**src/rtl/mips_if2id_buf.sv**
```systemverilog
// mips_if2id_buf: two-entry skid buffer between instruction fetch and decode.
// The head entry drives the decode-side outputs directly. The skid entry
// catches the one extra instruction that fetch may still deliver in the cycle
// in which decode stalls, so nothing returned by the I-cache is lost.
module mips_if2id_buf #(
    parameter int          AW  = 32,
    parameter int          DW  = 32,
    parameter logic [DW-1:0] NOP = '0
) (
    input  logic          clk,
    input  logic          rst_n,
    input  logic          flush,
    input  logic          if_valid,
    output logic          if_ready,
    input  logic [DW-1:0] if_inst,
    input  logic [AW-1:0] if_pc,
    input  logic          if_prdt_taken,
    output logic          id_valid,
    input  logic          id_ready,
    output logic [DW-1:0] id_inst,
    output logic [AW-1:0] id_pc,
    output logic          id_prdt_taken,
    output logic [1:0]    occupancy
);

    localparam logic [1:0] CNT_EMPTY = 2'd0;
    localparam logic [1:0] CNT_ONE   = 2'd1;
    localparam logic [1:0] CNT_FULL  = 2'd2;

    // Registered state
    logic [1:0]    count_q,      count_d;
    logic [DW-1:0] head_inst_q,  head_inst_d;
    logic [AW-1:0] head_pc_q,    head_pc_d;
    logic          head_taken_q, head_taken_d;
    logic [DW-1:0] skid_inst_q,  skid_inst_d;
    logic [AW-1:0] skid_pc_q,    skid_pc_d;
    logic          skid_taken_q, skid_taken_d;

    logic push;
    logic pop;

    // Handshake flags depend only on registered count, never on the inputs'
    // valid/ready, so there is no combinational path through this stage.
    assign if_ready  = (count_q != CNT_FULL);
    assign id_valid  = (count_q != CNT_EMPTY);
    assign occupancy = count_q;

    assign push = if_valid & if_ready;
    assign pop  = id_valid & id_ready;

    // Decode sees a NOP whenever nothing valid is held; pc/prediction are
    // left at their last value because decode ignores them when invalid.
    assign id_inst       = id_valid ? head_inst_q : NOP;
    assign id_pc         = head_pc_q;
    assign id_prdt_taken = head_taken_q;

    // Next-state: flush wins over everything, otherwise move entries
    // so the oldest instruction always sits in the head register.
    always_comb begin
        count_d      = count_q;
        head_inst_d  = head_inst_q;
        head_pc_d    = head_pc_q;
        head_taken_d = head_taken_q;
        skid_inst_d  = skid_inst_q;
        skid_pc_d    = skid_pc_q;
        skid_taken_d = skid_taken_q;

        if (flush) begin
            count_d = CNT_EMPTY;
        end else begin
            unique case (count_q)
                CNT_EMPTY: begin
                    if (push) begin
                        count_d      = CNT_ONE;
                        head_inst_d  = if_inst;
                        head_pc_d    = if_pc;
                        head_taken_d = if_prdt_taken;
                    end
                end
                CNT_ONE: begin
                    if (push && pop) begin
                        head_inst_d  = if_inst;
                        head_pc_d    = if_pc;
                        head_taken_d = if_prdt_taken;
                    end else if (push) begin
                        count_d      = CNT_FULL;
                        skid_inst_d  = if_inst;
                        skid_pc_d    = if_pc;
                        skid_taken_d = if_prdt_taken;
                    end else if (pop) begin
                        count_d = CNT_EMPTY;
                    end
                end
                CNT_FULL: begin
                    if (pop) begin
                        count_d      = CNT_ONE;
                        head_inst_d  = skid_inst_q;
                        head_pc_d    = skid_pc_q;
                        head_taken_d = skid_taken_q;
                    end
                end
                default: begin
                    count_d = CNT_EMPTY;
                end
            endcase
        end
    end

    // State registers with asynchronous reset to an empty, zeroed buffer.
    always_ff @(posedge clk or negedge rst_n) begin
        if (!rst_n) begin
            count_q      <= CNT_EMPTY;
            head_inst_q  <= '0;
            head_pc_q    <= '0;
            head_taken_q <= 1'b0;
            skid_inst_q  <= '0;
            skid_pc_q    <= '0;
            skid_taken_q <= 1'b0;
        end else begin
            count_q      <= count_d;
            head_inst_q  <= head_inst_d;
            head_pc_q    <= head_pc_d;
            head_taken_q <= head_taken_d;
            skid_inst_q  <= skid_inst_d;
            skid_pc_q    <= skid_pc_d;
            skid_taken_q <= skid_taken_d;
        end
    end

    // Structural invariants of the buffer.
    a_count_range: assert property (@(posedge clk) disable iff (!rst_n)
        count_q != 2'd3);
    a_ready_full: assert property (@(posedge clk) disable iff (!rst_n)
        !if_ready |-> (count_q == CNT_FULL));
    a_nop_invalid: assert property (@(posedge clk) disable iff (!rst_n)
        !id_valid |-> (id_inst == NOP));

endmodule

```
**config.mk**
```make
export PLATFORM = sky130hd
export DESIGN_NAME = mips_if2id_buf
export DESIGN_NICKNAME = d
export VERILOG_FILES = /design/src/rtl/mips_if2id_buf.sv
export SDC_FILE = /design/constraint.sdc
export NUM_CORES = 1
export LEC_CHECK = 0
export ABC_AREA = 0
export BUFFER_PORTS_ARGS = -buffer_cell sky130_fd_sc_hd__buf_2
export CAP_MARGIN = 20
export CORE_ASPECT_RATIO = 1.25
export CORE_MARGIN = 2
export CORE_UTILIZATION = 58
export DETAILED_ROUTE_END_ITERATION = 8
export PLACE_DENSITY = 0.85
export SKIP_LAST_GASP = 1
export SLEW_MARGIN = 5
export SYNTH_ARGS = -nofsm -noshare
export SYNTH_HDL_FRONTEND = slang
export SYNTH_SLANG_ARGS = --single-unit
```
**constraint.sdc**
```tcl
create_clock -name clk -period 2.7 [get_ports clk]
set_input_delay 0.81 -clock clk [delete_from_list [all_inputs] [get_ports clk]]
set_output_delay 0.81 -clock clk [all_outputs]
set_load 0.02 [all_outputs]
```
==> impl_metrics.ini <==
[setup_path]
path_max_fanout = 33
slowest_delay_ps = 480
cp_data_arrival_time_ps = 1690
reg2reg_slack_ps = 740
crit_slowest_cell = dfrtp_1
critPathCaptureType = primary output
r2r_end = head_inst_q[8]$_DFFE_PN0P_
r2r_start = occupancy[1]$_DFFE_PN0P_
critPathKind = reg -> out
cp_cell_sequence = nor2_2, buf_4, nor2b_1, buf_2
cp_data_required_time_ps = 1890
rr_worst_depth = 4
crit_path_start_kind = flop

[synth]
synth_top_area_cell = dfrtp_1
ys_seq_area_share_pct = 52.78
synth_seq_cells = 132
syn_nets = 470
ys.flop_type = dfrtp_1
syn_inst = 400
synth_top_area_share_pct = 52.78
netlist_top_cells_area = dfrtp_1 53%, mux2_1 16%, mux2_4 15%
synth_edf_count = 0
yosys-top-cells-count = 132 x dfrtp_1, 89 x mux2_1, 61 x mux2_4
ys_types = 23
yosysWarnings = 0
syn-cell-area_sq_um = 6259
synth.most_common_cell = dfrtp_1
async_flop_share_pct = 100.0
avgSynthCellArea_sq_um = 15.65

[cells_and_area]
drive_gt1_share_pct = 51.53
fin_nets = 612
area_growth_pct = 21.43
final_util_pct = 71.95
fill_cells = 698

[grt]
grt_pass1_vias = 3921
overflow = 0
grt_pass1_wl_um = 19240
grt_max_degree = 63
antenna_found_initial = 0
grtUsageTotal_pct = 21.11

[sta]
tightestPinTransition_ps = 464.8
slew_violations = 0
whs_ps = 354.1
relSlewSlack_pct = 69.01
tns_ps = 0
post-route-period-util_pct = 92.67
rsz0062_at_grt = no
fin_skew_ps = 7.829
setup_viol = 0
period_minus_slack_ps = 2502
hold_violations = 0
clock.fmax_mhz = 399.7

[power_and_ir_drop]
vdd_drop_max_v = 0.0004723
power_density_nw_per_um2 = 795.3
power_leakage_nw = 3.609

[placed_design]
hpwl_um = 7742
place.gp.congestion = 0.7211
io_buffers = 138

[clocking]
cts_tree = yes
h-tree-depth = 4
post_cts_resized = 0
cts_setup_buffers = 0
root_buffer = clkbuf_16
ctsHoldBuffers = 0
clock-sinks = 132
clk_latency_ps = 410
clkTransAtPathRegs_ps = 60
clockBufferDepth = 2
cts-buffers-inserted = 17

[detailed_routing]
drc = 0
wl_per_cell_um = 17.05
finalWirelength_um = 11730
drt_iter0_drc = 110
firstDrtPassIters = 4
ant_nets = 0
route.vias.total = 3674
via_per_inst = 5.340

[die]
design.core.area_sq_um = 10560
ioPinCount = 139
rows = 42
die-height_um = 120.1
start_util_pct = 59.25
dieArea_sq_um = 11640
die_w_um = 96.91

[status]
status = finished, final reports clean

[worst_hold_path]
hp-class = in -> async

[flow_run]
maxCapViolCount = 0
## kinds of logic (layout without fill, tap and decap cells)
kind of cell | count (synthesis) | count (layout) | synth area share [%]
flops | 132 | 132 | 52.78
buf+inv | 26 | 181 | 3.618
other cells | 0 | 1 | 0
compound gates | 5 | 5 | 0.5599
mux | 195 | 195 | 38.74
simple gates | 42 | 42 | 4.298
## per-layer routing
metal,share of wire [%],vias up,GRT usage (%),wire (um)
met3,5.0,21,7.047,591
met5,0,-,0,0
li1,-,1696,-,-
met1,41,1866,25.32,4763
met2,52,91,35.03,6119
met4,2.2,0,8.803,259
## critical path: cells and delay by family, from the launching register on
kind | cells | cell delay, ps
AND/OR/NAND/NOR | 2 | 250
buffers and inverters | 2 | 540
flip-flops | 1 | 480
## cell usage in the layout, fill, tap and decap left out, types with 2 or more instances in the layout
cell	n
dfrtp_1	132
mux2_2	45
mux2_4	61
buf_2	137
nor2b_1	32
a21oi_1	2
bufinv_16	2
buf_12	5
buf_4	5
clkbuf_16	17
mux2_1	89
nand2_1	2
clkinv_2	5
clkinvlp_4	2
clkbuf_1	5
## flip-flops by register name, indices dropped and copies added (netlist names)
| register | count |
|---|---|
| skid_pc_q | 32 |
| skid_taken_q | 1 |
| occupancy | 2 |
| id_prdt_taken | 1 |
| id_pc | 32 |
| head_inst_q | 32 |
| skid_inst_q | 32 |
## through the flow
| step | worst slack, ps | total power, mW | std cells | area (sq um) |
|---|---|---|---|---|
| floorplan | 646.2 | 3.503 | 400 | 6259 |
| global placement | 466.5 | 3.845 | 655 | 7044 |
| detailed placement | 393.0 | 3.933 | 655 | 7044 |
| CTS | 172.9 | 6.106 | 687 | 7597 |
| global route | 103.2 | 6.321 | 687 | 7597 |
| finish | 197.9 | 6.044 | 688 | 7600 |
## report_power, final
group          switching [mW]  internal, mW
Sequential              0.243          2.46
Combinational           0.552         0.633
Clock                   0.804          1.35
Total                    1.60          4.44
## layout make-up
class	instances	area [sq um]	area share, %
well taps	132	165.2	2.173
diodes	1	2.502	0.03293
clock inverters	10	108.9	1.432
repair buffers	147	823.3	10.83
clock buffers	22	444.2	5.845
inverters	2	7.507	0.09878
flip-flops and latches	132	3303	43.46
multi-input cells	242	2745	36.12
## worst max-delay path by stage
stage                                        start                          end  slack [ps]  cells after the start
after global routing      occupancy[1]$_DFFE_PN0P_                  id_inst[12]         100                      4
final                     occupancy[0]$_DFFE_PN0P_                  id_inst[12]         200                      4
after CTS                 occupancy[0]$_DFFE_PN0P_                  id_inst[11]         170                      4
after global placement                    id_ready  head_inst_q[17]$_DFFE_PN0P_         470                      6
after detailed placement                  id_ready    id_prdt_taken$_DFFE_PN0P_         390                      6
after floorplan           occupancy[0]$_DFFE_PN0P_                  id_inst[10]         650                      3
Note: power is estimated with default switching activity, not from simulation.
